[src/rtl/irq_pend_ctrl.sv]
// Interrupt pending capture, masking and single-outstanding req/ack dispatch.
// Sits in front of an external 8-bit priority encoder and consumes its result.

module irq_pend_lane #(
  parameter int EDGE_MODE = 1
) (
  input  logic clk,
  input  logic rst,
  input  logic irq_in,
  input  logic clr,
  output logic pend
);

  logic prev;
  logic set;

  // prev resets low, so a source already high right after reset reads as an edge.
  assign set = (EDGE_MODE != 0) ? (irq_in & ~prev) : irq_in;

  always_ff @(posedge clk) begin
    if (rst) begin
      prev <= 1'b0;
      pend <= 1'b0;
    end else begin
      prev <= irq_in;
      // Set dominates clear, so an event landing in the clear cycle is kept.
      pend <= (pend & ~clr) | set;
    end
  end

endmodule

module irq_pend_ctrl #(
  parameter int EDGE_MODE   = 1,
  parameter int ACK_TIMEOUT = 0
) (
  input  logic       clk,
  input  logic       rst,
  input  logic [7:0] irq_in,
  input  logic [7:0] mask,
  output logic [7:0] pend_vec,
  input  logic [2:0] enc_idx,
  input  logic       enc_valid,
  output logic       irq_req,
  output logic [2:0] irq_id,
  input  logic       irq_ack,
  output logic [7:0] pending,
  output logic       timeout
);

  localparam int         NUM_SRC = 8;
  localparam logic [7:0] TO_LAST = 8'(ACK_TIMEOUT - 1);
  localparam bit         TO_EN   = (ACK_TIMEOUT != 0);

  typedef enum logic [1:0] {IDLE, REQ, CLEAR} state_t;

  state_t             state, state_nxt;
  logic [7:0]         timer, timer_nxt;
  logic [2:0]         id_nxt;
  logic               to_nxt;
  logic [NUM_SRC-1:0] clr_vec;

  for (genvar i = 0; i < NUM_SRC; i++) begin : g_lane
    irq_pend_lane #(.EDGE_MODE(EDGE_MODE)) u_lane (
      .clk    (clk),
      .rst    (rst),
      .irq_in (irq_in[i]),
      .clr    (clr_vec[i]),
      .pend   (pending[i])
    );
  end

  assign pend_vec = pending & ~mask;

  always_comb begin
    state_nxt = state;
    timer_nxt = timer;
    id_nxt    = irq_id;
    to_nxt    = 1'b0;
    clr_vec   = '0;
    case (state)
      IDLE: begin
        if (enc_valid) begin
          id_nxt    = enc_idx;
          timer_nxt = '0;
          state_nxt = REQ;
        end
      end
      REQ: begin
        // Ack beats a coincident timeout; the abandoned bit stays pending.
        if (irq_ack) begin
          state_nxt = CLEAR;
        end else if (TO_EN && timer == TO_LAST) begin
          to_nxt    = 1'b1;
          state_nxt = IDLE;
        end else begin
          timer_nxt = timer + 8'd1;
        end
      end
      CLEAR: begin
        clr_vec[irq_id] = 1'b1;
        state_nxt       = IDLE;
      end
      default: state_nxt = IDLE;
    endcase
  end

  always_ff @(posedge clk) begin
    if (rst) begin
      state   <= IDLE;
      timer   <= '0;
      irq_id  <= '0;
      irq_req <= 1'b0;
      timeout <= 1'b0;
    end else begin
      state   <= state_nxt;
      timer   <= timer_nxt;
      irq_id  <= id_nxt;
      irq_req <= (state_nxt == REQ);
      timeout <= to_nxt;
    end
  end

endmodule

[config.mk]
export PLATFORM = sky130hd
export DESIGN_NAME = irq_pend_ctrl
export DESIGN_NICKNAME = d
export VERILOG_FILES = /design/src/rtl/irq_pend_ctrl.sv
export SDC_FILE = /design/constraint.sdc
export NUM_CORES = 1
export LEC_CHECK = 0
export CAP_MARGIN = 20
export CORE_MARGIN = 4
export CORE_UTILIZATION = 35
export DETAILED_ROUTE_END_ITERATION = 16
export GPL_ROUTABILITY_DRIVEN = 1
export GPL_TIMING_DRIVEN = 0
export PLACE_DENSITY = 0.74
export SETUP_SLACK_MARGIN = 0.1
export SLEW_MARGIN = 20
export SYNTH_ARGS = -nofsm -noshare
export SYNTH_HDL_FRONTEND = slang
export SYNTH_SLANG_ARGS = --single-unit
[constraint.sdc]
create_clock -name clk -period 1.2 [get_ports clk]
set_clock_uncertainty 0.2 [all_clocks]
set_input_delay 0.3 -clock clk [delete_from_list [all_inputs] [get_ports clk]]
set_output_delay 0.3 -clock clk [all_outputs]
set_load 0.01 [all_outputs]
==> results of run 1 <==
==> power groups by stage <==
stage	Clock, W	Combinational, W	Sequential, W
final	0.000406	0.000458	0.000827
after global routing	0.000443	0.000493	0.000834
after CTS	0.000411	0.000418	0.000825
after detailed placement	0	0.000362	0.000844
after global placement	0	0.000354	0.000840
after floorplan	0	0.000167	0.000837
==> per-stage QoR <==
| step | hold WS, ns | TNS (ns) | setup WS (ns) |
|---|---|---|---|
| after floorplan | 0.183 | 0 | 0.0333 |
| final | 0.193 | -4.44 | -0.238 |
| after CTS | 0.196 | -4.50 | -0.243 |
| after global placement | 0.250 | -15.32 | -0.641 |
| after detailed placement | 0.263 | -15.98 | -0.732 |
| after global routing | 0.211 | -5.88 | -0.292 |
==> kinds of logic (layout without fill, tap and decap cells) <==
| family | after synthesis | count (layout) |
|---|---|---|
| AOI/OAI and AO/OA | 16 | 16 |
| other | 1 | 1 |
| buffers and inverters | 20 | 77 |
| DFF | 22 | 22 |
| muxes | 4 | 4 |
| and+or+nand+nor | 29 | 29 |
==> worst paths after layout <==
kind / startpoint / to / slack (ns) / depth (start not counted)
max: g_lane[2].u_lane.pend / pend_vec[2] / -0.24 / 2
min: rst / g_lane[5].u_lane.prev / 0.19 / 2
max reg2reg: irq_id[1] / g_lane[5].u_lane.pend / -0.15 / 4
min reg2reg: g_lane[4].u_lane.prev / g_lane[4].u_lane.pend / 0.29 / 2
==> synthesized netlist by cell type <==
| master | instances | area, µm² |
|---|---|---|
| a21oi_1 | 6 | 30.0 |
| a22o_1 | 8 | 70.1 |
| a31oi_1 | 2 | 12.5 |
| and3b_1 | 1 | 8.76 |
| buf_4 | 11 | 82.6 |
| conb_1 | 1 | 3.75 |
| dfxtp_1 | 22 | 440 |
| inv_1 | 9 | 33.8 |
| mux2i_1 | 4 | 40.0 |
| nand2_1 | 1 | 3.75 |
| nor2_1 | 4 | 15.0 |
| nor2b_1 | 18 | 113 |
| nor3_1 | 3 | 15.0 |
| nor3b_2 | 2 | 25.0 |
==> sequential cells by signal, indices dropped and copies added (netlist names) <==
name	flops
g_lane.u_lane.prev	8
irq_id	3
g_lane.u_lane.pend	8
irq_req	1
state	2
==> final cells by class <==
type                       count  area share
multi-input combinational     50       0.268
inverter                       9      0.0209
timing repair buffer          53       0.304
buffer                        11      0.0719
tap                           30      0.0232
sequential                    22       0.290
clock buffer                   4      0.0224
==> repair_timing <==
| item | 4_1_cts | 5_1_grt |
|---|---|---|
| setup endpoints to repair | 38 | 34 |
| gates resized for setup | 133 | 17 |
| pin swaps | 5 | 6 |
| buffers inserted | 9 | 3 |
==> per-layer routing <==
| metal | vias up | wire length [µm] |
|---|---|---|
| li1 | 407 | - |
| met1 | 363 | 822 |
| met2 | 32 | 1160 |
| met3 | 6 | 201 |
| met4 | 0 | 42 |
| met5 | - | 0 |
==> results.py, run 1 <==
metrics = {
    "outcome": {
        "outcome": "finished, violations left",
        "violations": "setup timing",
    },
    "die": {
        "initial_core_util": 0.364,
        "coreArea_um2": 2450,
        "pin_count": 44,
        "row_count": 18,
        "die-area_um2": 3420,
        "chipHeight_um": 58.5,
        "fp.dieW_um": 58.5,
    },
    "drt": {
        "wl_um": 2230,
        "vias": 808,
        "drc": 0,
        "ant_nets": 0,
        "drtIter0Drc": 7,
        "firstDrtPassIters": 4,
        "wire_per_inst_um": 12.4,
        "avgViaCountPerCell": 4.51,
    },
    "cells_and_area": {
        "area_growth_syn_to_layout_pct": 81.2,
        "fin_util": 0.660,
        "fillCellCount": 204,
        "nNetsFinal": 173,
        "instances_no_fill": 179,
        "regArea_um2": 469,
        "layout-drive-gt1-share": 0.523,
        "mostFrequentLayoutCell": "buf_6",
        "n_antenna_cell": 0,
        "multi_input_area_um2": 434,
        "design_area_um2": 1620,
        "final_cell_mix": "26 x buf_6, 12 x nor2b_1, 12 x clkdlybuf4s50_1",
    },
    "timing": {
        "postLayoutSetupSlackWorst_ns": -0.238,
        "period_minus_slack_ns": 1.44,
        "post-route-period-util": 1.20,
        "finalHoldViolCount": 0,
        "fmax_mhz": 696,
        "final_max_slew_viol_count": 0,
        "rsz0062_at_grt": "true",
        "setup_violations": 31,
    },
    "global_route": {
        "met3_usage": 0.0482,
        "gr-usage-all-layers": 0.138,
        "grt_pass1_vias": 817,
        "grtUsageMet1": 0.154,
        "grt_pass1_wl_um": 3640,
        "grt_max_degree": 13,
        "busiest_layer": "met2",
        "grt-ovfl-total": 0,
        "antenna_found_initial": 0,
        "met2_usage": 0.241,
    },
    "yosys": {
        "yosys_warnings": 0,
        "synth-compound-area-share": 0.126,
        "synth-simple-area-share": 0.202,
        "synth.avg_cell_area_um2": 9.71,
        "synth_xor_area_frac": 0,
        "synth_nets": 115,
        "synth-seq-cells": 22,
        "synth.area.mux_share": 0.0448,
        "synth_top_family_by_area": "simple AND/OR/NAND/NOR gates",
        "synth_cells": 92,
        "netlist_area_um2": 893,
        "yosysUniqueCellTypes": 14,
        "synthAdderAreaFrac": 0,
        "yosysSeqAreaShare": 0.493,
    },
    "worst_setup_path": {
        "crit_slowest_cell": "dfxtp_2",
        "arrival_ns": 0.94,
        "crit_fanout": 3,
        "slowest_delay_ns": 0.37,
        "cp_cell_sequence": "nor2b_4 > buf_6",
        "crit_buf_inv": 1,
        "crit_type": "reg -> out",
        "worstSetupEndpointType": "output pin",
        "crit_required_ns": 0.70,
        "start_kind": "register",
        "path_delay_family": "flip-flops",
    },
    "power_and_ir_drop": {
        "leakage_nw": 0.730,
        "ir_drop_mv": 0.788,
        "p_per_area_nw_per_um2": 1040,
        "combPwrFrac": 0.271,
        "clock_power_share": 0.240,
        "seqPwrFrac": 0.489,
        "switching_share": 0.248,
        "p_switching_w": 0.000420,
        "intPower_w": 0.00127,
        "power.total_w": 0.00169,
    },
    "placed_design": {
        "place.gp.congestion": 0.713,
        "io_buffers": 42,
        "place_hpwl_um": 1560,
        "dpl.cell_count": 164,
        "placed_cell_area_um2": 1380,
    },
    "clock_network": {
        "cts_inserted_buffers": 3,
        "clock-sinks": 22,
        "cts_root_buffer": "clkbuf_4",
        "cts_hold_buf": 0,
        "clk_pin_slew_ns": 0.12,
        "cts_tree": "done",
        "insertion_delay_ns": 0.31,
        "clockBufferDepth": 2,
        "cts.htree.levels": 1,
    },
    "job": {
        "drv_cap": 0,
    },
    "hold_path": {
        "min_path_type": "in -> reg",
    },
}
(Power assumes the default switching activity.)
==> run 2: changes to the inputs <==
--- a/config.mk
+++ b/config.mk
@@ -7,11 +7,12 @@
 export LEC_CHECK = 0
 export CAP_MARGIN = 20
 export CORE_MARGIN = 4
-export CORE_UTILIZATION = 35
+export CORE_UTILIZATION = 39
+export CTS_CLUSTER_DIAMETER = 80
 export DETAILED_ROUTE_END_ITERATION = 16
 export GPL_ROUTABILITY_DRIVEN = 1
 export GPL_TIMING_DRIVEN = 0
-export PLACE_DENSITY = 0.74
+export PLACE_DENSITY = 0.78
 export SETUP_SLACK_MARGIN = 0.1
 export SLEW_MARGIN = 20
 export SYNTH_ARGS = -nofsm -noshare
==> constraint.sdc (replaced) <==
create_clock -name clk -period 1.4 [get_ports clk]
set_clock_uncertainty 0.2 [all_clocks]
set_input_delay 0.35 -clock clk [delete_from_list [all_inputs] [get_ports clk]]
set_output_delay 0.35 -clock clk [all_outputs]
set_load 0.01 [all_outputs]
==> run 2 against run 1 <==
The flow still finishes with violations (setup timing). Core utilization up 6.5 points. Total power decreased by 15%. Die area decreased by 8.9%. Clock-buffer cell count unchanged. Via count increased by 2.5%. Sequential share of layout area is 0.26 points higher. Non-clock buffer count fell by 3. Final cell count down 2.8%. Setup slack improved by 0.14 ns. Largest cell class unchanged.
==> results.py, run 2 (synthesized netlist as in run 1, its figures left out) <==
metrics = {
    "timing": {
        "period_minus_slack_ns": 1.49,
        "fmax_mhz": 669,
        "setup_tns_ns": -0.767,
        "setup_violations": 16,
        "rsz0062_at_grt": "true",
        "final_max_slew_viol_count": 0,
        "post-route-period-util": 1.07,
        "fin_hold_ws_ns": 0.237,
        "postLayoutSetupSlackWorst_ns": -0.0941,
        "finalHoldViolCount": 0,
    },
    "outcome": {
        "outcome": "finished, violations left",
        "violations": "setup timing",
    },
    "cells_and_area": {
        "regArea_um2": 464,
        "multi_input_area_um2": 424,
        "design_area_um2": 1590,
        "top_regs": "g_lane.u_lane.pend x8, g_lane.u_lane.prev x8, irq_id x3",
        "area_growth_syn_to_layout_pct": 77.7,
        "layout-drive-gt1-share": 0.486,
        "final_cell_mix": "27 x buf_6, 12 x clkdlybuf4s50_1, 10 x nor2b_1, 10 x dfxtp_2, 10 x dlygate4sd2_1",
        "mostFrequentLayoutCell": "buf_6",
        "nNetsFinal": 170,
        "fillCellCount": 165,
        "n_antenna_cell": 0,
    },
    "die": {
        "initial_core_util": 0.408,
        "fp.dieW_um": 55.9,
        "die-area_um2": 3120,
        "chipHeight_um": 55.9,
        "pin_count": 44,
        "row_count": 17,
        "coreArea_um2": 2190,
    },
    "worst_setup_path": {
        "arrival_ns": 0.94,
        "reg2reg_from": "irq_id[1]",
        "reg2reg_slack_ns": 0.02,
        "crit_type": "reg -> out",
        "crit_fanout": 3,
        "rr_worst_depth": 5,
        "r2r_end": "g_lane[0].u_lane.pend",
        "start_kind": "register",
        "crit_required_ns": 0.85,
        "worstSetupEndpointType": "output pin",
    },
    "clock_network": {
        "cts.htree.levels": 1,
        "clk_pin_slew_ns": 0.11,
        "cts_root_buffer": "clkbuf_4",
        "clockBufferDepth": 2,
        "cts_tree": "done",
        "cts_inserted_buffers": 3,
        "clock-sinks": 22,
        "cts_hold_buf": 0,
        "insertion_delay_ns": 0.31,
    },
    "global_route": {
        "antenna_found_initial": 0,
        "grt_pass1_wl_um": 3670,
        "grt_pass1_vias": 813,
        "grt-ovfl-total": 0,
        "gr-usage-all-layers": 0.148,
        "grt_max_degree": 13,
    },
    "drt": {
        "drc": 0,
        "drtIter0Drc": 11,
        "ant_nets": 0,
        "wire_per_inst_um": 13.2,
        "avgViaCountPerCell": 4.76,
        "vias": 828,
        "firstDrtPassIters": 4,
        "wl_um": 2300,
    },
    "placed_design": {
        "place_hpwl_um": 1470,
        "placed_cell_area_um2": 1350,
        "io_buffers": 42,
        "dp_slack_ns": -0.578,
        "place.gp.congestion": 0.744,
    },
    "power_and_ir_drop": {
        "p_per_area_nw_per_um2": 906,
        "combPwrFrac": 0.266,
        "intPower_w": 0.00109,
        "seqPwrFrac": 0.495,
        "switching_share": 0.245,
        "clock_power_share": 0.239,
        "p_switching_w": 0.000352,
        "leakage_nw": 0.718,
        "ir_drop_mv": 0.560,
    },
    "hold_path": {
        "holdCritStartpoint": "rst",
        "hold_end": "g_lane[5].u_lane.prev",
        "holdPathStages": 2,
        "min_path_type": "in -> reg",
    },
    "job": {
        "drv_cap": 0,
    },
}
==> run 2: worst max path at each step <==
| stage | startpoint | to | slack, ns | cells after the start |
|---|---|---|---|---|
| 2_1_floorplan | state[1] | g_lane[5].u_lane.pend | 0.18 | 3 |
| 3_3_place_gp | mask[4] | pend_vec[4] | -0.54 | 3 |
| 3_5_place_dp | mask[4] | pend_vec[4] | -0.58 | 3 |
| 4_1_cts | g_lane[0].u_lane.pend | pend_vec[0] | -0.09 | 2 |
| 5_1_grt | g_lane[0].u_lane.pend | pend_vec[0] | -0.13 | 2 |
| 6_report | g_lane[3].u_lane.pend | pend_vec[3] | -0.09 | 2 |
==> run 2: power by group through the flow <==
stage / logic (W) / registers, W / clock network, W
after floorplan: 0.000141 / 0.000715 / 0
after global placement: 0.000301 / 0.000717 / 0
after detailed placement: 0.000307 / 0.000719 / 0
after CTS: 0.000332 / 0.000711 / 0.000352
after global routing: 0.000412 / 0.000718 / 0.000370
final: 0.000383 / 0.000712 / 0.000343
==> run 2: layout make-up <==
type,instances,share of cell area
Buffer,11,0.0709
Multi-Input combinational cell,50,0.267
Clock buffer,4,0.0229
Timing Repair Buffer,50,0.303
Sequential cell,22,0.292
Tap cell,28,0.0221
Inverter,9,0.0213
==> run 2: worst max-delay path: stages, from the launching register on <==
cell	delay [ns]
dfxtp_2	0.36
nor2b_1	0.14
buf_2	0.14
==> run 2: what timing repair did <==
action / 4_1_cts / 5_1_grt
setup buffers: 5 / 3
setup endpoints to repair: 33 / 31
gates resized for setup: 128 / 25
pin swaps: 3 / 7
==> run 2: layer usage <==
layer	vias up	GRT usage	wire length, µm
met3	7	0.0325	146
li1	399	-	-
met5	-	0	0
met4	0	0.0814	75
met2	36	0.260	1160
met1	386	0.163	915
==> run 2: stage by stage <==
step                power (W)   util  instances
floorplan            0.000856      -         92
global placement      0.00102  0.616        162
detailed placement    0.00103  0.616        162
CTS                   0.00139  0.665        171
global route          0.00150  0.725        174
finish                0.00144  0.725        174
==> run 3: changes to the inputs <==
--- a/config.mk
+++ b/config.mk
@@ -7,12 +7,14 @@
 export LEC_CHECK = 0
 export CAP_MARGIN = 20
 export CORE_MARGIN = 4
-export CORE_UTILIZATION = 39
+export CORE_UTILIZATION = 60
+export CTS_BUF_LIST = sky130_fd_sc_hd__clkbuf_4
 export CTS_CLUSTER_DIAMETER = 80
 export DETAILED_ROUTE_END_ITERATION = 16
+export DONT_BUFFER_PORTS = 1
 export GPL_ROUTABILITY_DRIVEN = 1
 export GPL_TIMING_DRIVEN = 0
-export PLACE_DENSITY = 0.78
+export PLACE_DENSITY = 0.76
 export SETUP_SLACK_MARGIN = 0.1
 export SLEW_MARGIN = 20
 export SYNTH_ARGS = -nofsm -noshare
==> run 3 against run 2 <==
The flow now finishes without violations. Via count down 23%. Setup slack better by 0.11 ns. Sequential power grew 1%. Worst hold slack got worse by 0.23 ns. Largest cell class is now sequential cells. Critical endpoint is now pend_vec[6]. Highest routed layer unchanged. Sequential share of layout area grew 12 points. Core utilization rose by 13 points. Final cell count decreased by 32%.
==> results.py, run 3 (synthesized netlist as in run 1, its figures left out) <==
metrics = {
    "global_route": {
        "met2_usage": 0.294,
        "grt_pass1_vias": 622,
        "gr-usage-all-layers": 0.177,
        "grt_pass1_wl_um": 2670,
        "busiest_layer": "met2",
        "grtUsageMet1": 0.202,
        "grt_max_degree": 13,
        "antenna_found_initial": 0,
        "met3_usage": 0.0430,
        "grt-ovfl-total": 0,
    },
    "drt": {
        "drc": 0,
        "vias": 637,
        "ant_nets": 0,
        "wire_per_inst_um": 15.4,
        "avgViaCountPerCell": 5.35,
        "drtIter0Drc": 6,
        "wl_um": 1830,
        "firstDrtPassIters": 4,
    },
    "power_and_ir_drop": {
        "power.total_w": 0.00122,
        "p_per_area_nw_per_um2": 1060,
        "ir_drop_mv": 0.699,
        "leakage_nw": 0.486,
    },
    "cells_and_area": {
        "design_area_um2": 1150,
        "layout-drive-gt1-share": 0.413,
        "top_regs": "g_lane.u_lane.pend x8, g_lane.u_lane.prev x8, irq_id x3",
        "area_growth_syn_to_layout_pct": 28.9,
        "nNetsFinal": 128,
        "final_cell_mix": "9 x nor2b_1, 9 x inv_1, 9 x dfxtp_1",
        "n_antenna_cell": 0,
    },
    "clock_network": {
        "clock-sinks": 22,
        "cts.htree.levels": 1,
        "clk_pin_slew_ns": 0.12,
        "cts_tree": "done",
        "insertion_delay_ns": 0.30,
        "cts_root_buffer": "clkbuf_4",
        "clockBufferDepth": 2,
        "cts_inserted_buffers": 3,
    },
    "placed_design": {
        "io_buffers": 0,
        "placed_cell_area_um2": 912,
        "place.gp.congestion": 0.655,
        "place_hpwl_um": 1200,
    },
    "timing": {
        "post-route-period-util": 0.990,
        "rsz0062_at_grt": "true",
        "setup_violations": 0,
        "fmax_mhz": 721,
        "finalHoldViolCount": 0,
        "period_minus_slack_ns": 1.39,
        "final_max_slew_viol_count": 0,
    },
    "die": {
        "pin_count": 44,
        "row_count": 13,
        "initial_core_util": 0.662,
        "die-area_um2": 2170,
        "chipHeight_um": 46.6,
        "coreArea_um2": 1350,
        "fp.dieW_um": 46.6,
    },
    "worst_setup_path": {
        "crit_type": "reg -> out",
        "path_delay_family": "flip-flops",
        "reg2reg_slack_ns": 0.07,
        "worstSetupEndpointType": "output pin",
        "crit_fanout": 3,
        "crit_slowest_cell": "dfxtp_2",
        "arrival_ns": 0.84,
        "crit_required_ns": 0.85,
        "crit_buf_inv": 0,
        "start_kind": "register",
        "cp_cell_sequence": "nor2b_4",
        "slowest_delay_ns": 0.37,
    },
    "hold_path": {
        "min_path_type": "in -> reg",
    },
    "job": {
        "drv_cap": 0,
    },
    "outcome": {
        "outcome": "complete, no violations",
    },
}
-- run 3: path summary, 6_finish.rpt --
| check | startpoint | cells after the start | end |
|---|---|---|---|
| max reg2reg | state[1] | 3 | g_lane[5].u_lane.pend |
| min reg2reg | state[1] | 1 | state[0] |
| max | g_lane[6].u_lane.pend | 1 | pend_vec[6] |
| min | enc_idx[0] | 2 | irq_id[0] |
-- run 3: area by class of cell --
type / instances / area, µm²
Multi-Input combinational cell: 50 / 424
Timing Repair Buffer: 8 / 77.6
Inverter: 9 / 33.8
Clock inverter: 1 / 3.75
Tap cell: 15 / 18.8
Sequential cell: 22 / 469
Fill cell: 78 / 199
Buffer: 11 / 101
Clock buffer: 3 / 22.5
-- run 3: repair_timing --
item                       CTS  global route
hold endpoints to repair     8             1
hold buffers                 6             1
resized for setup           36            10
gates cloned                 0             0
setup endpoints to repair   30            29
pin swaps                    0             2
setup buffers                0             1
-- run 3: power by group --
| part | switching, W | internal, W | total [W] |
|---|---|---|---|
| Clock | 0.000179 | 0.000104 | 0.000283 |
| Combinational | 0.0000828 | 0.000130 | 0.000213 |
| Sequential | 0.0000451 | 0.000674 | 0.000719 |
-- run 3: routing by layer --
layer | routed length [µm] | share of wire | up-vias
li1 | - | - | 318
met1 | 659 | 0.36 | 280
met3 | 234 | 0.13 | 4
met5 | 0 | 0 | -
met4 | 42 | 0.023 | 0
met2 | 893 | 0.49 | 35
-- run 3: metrics by stage --
stage                     utilization  setup TNS (ns)  hold WS (ns)  setup WS (ns)  cells
final                           0.853               0       0.00303         0.0137    119
after global routing            0.853         -0.0888     -0.000113        -0.0253    119
after CTS                       0.819               0       0.00319         0.0187    117
after detailed placement        0.676               0         0.239         0.0392    107
after global placement          0.676               0         0.238         0.0449    107
after floorplan                     -               0         0.233          0.179     92
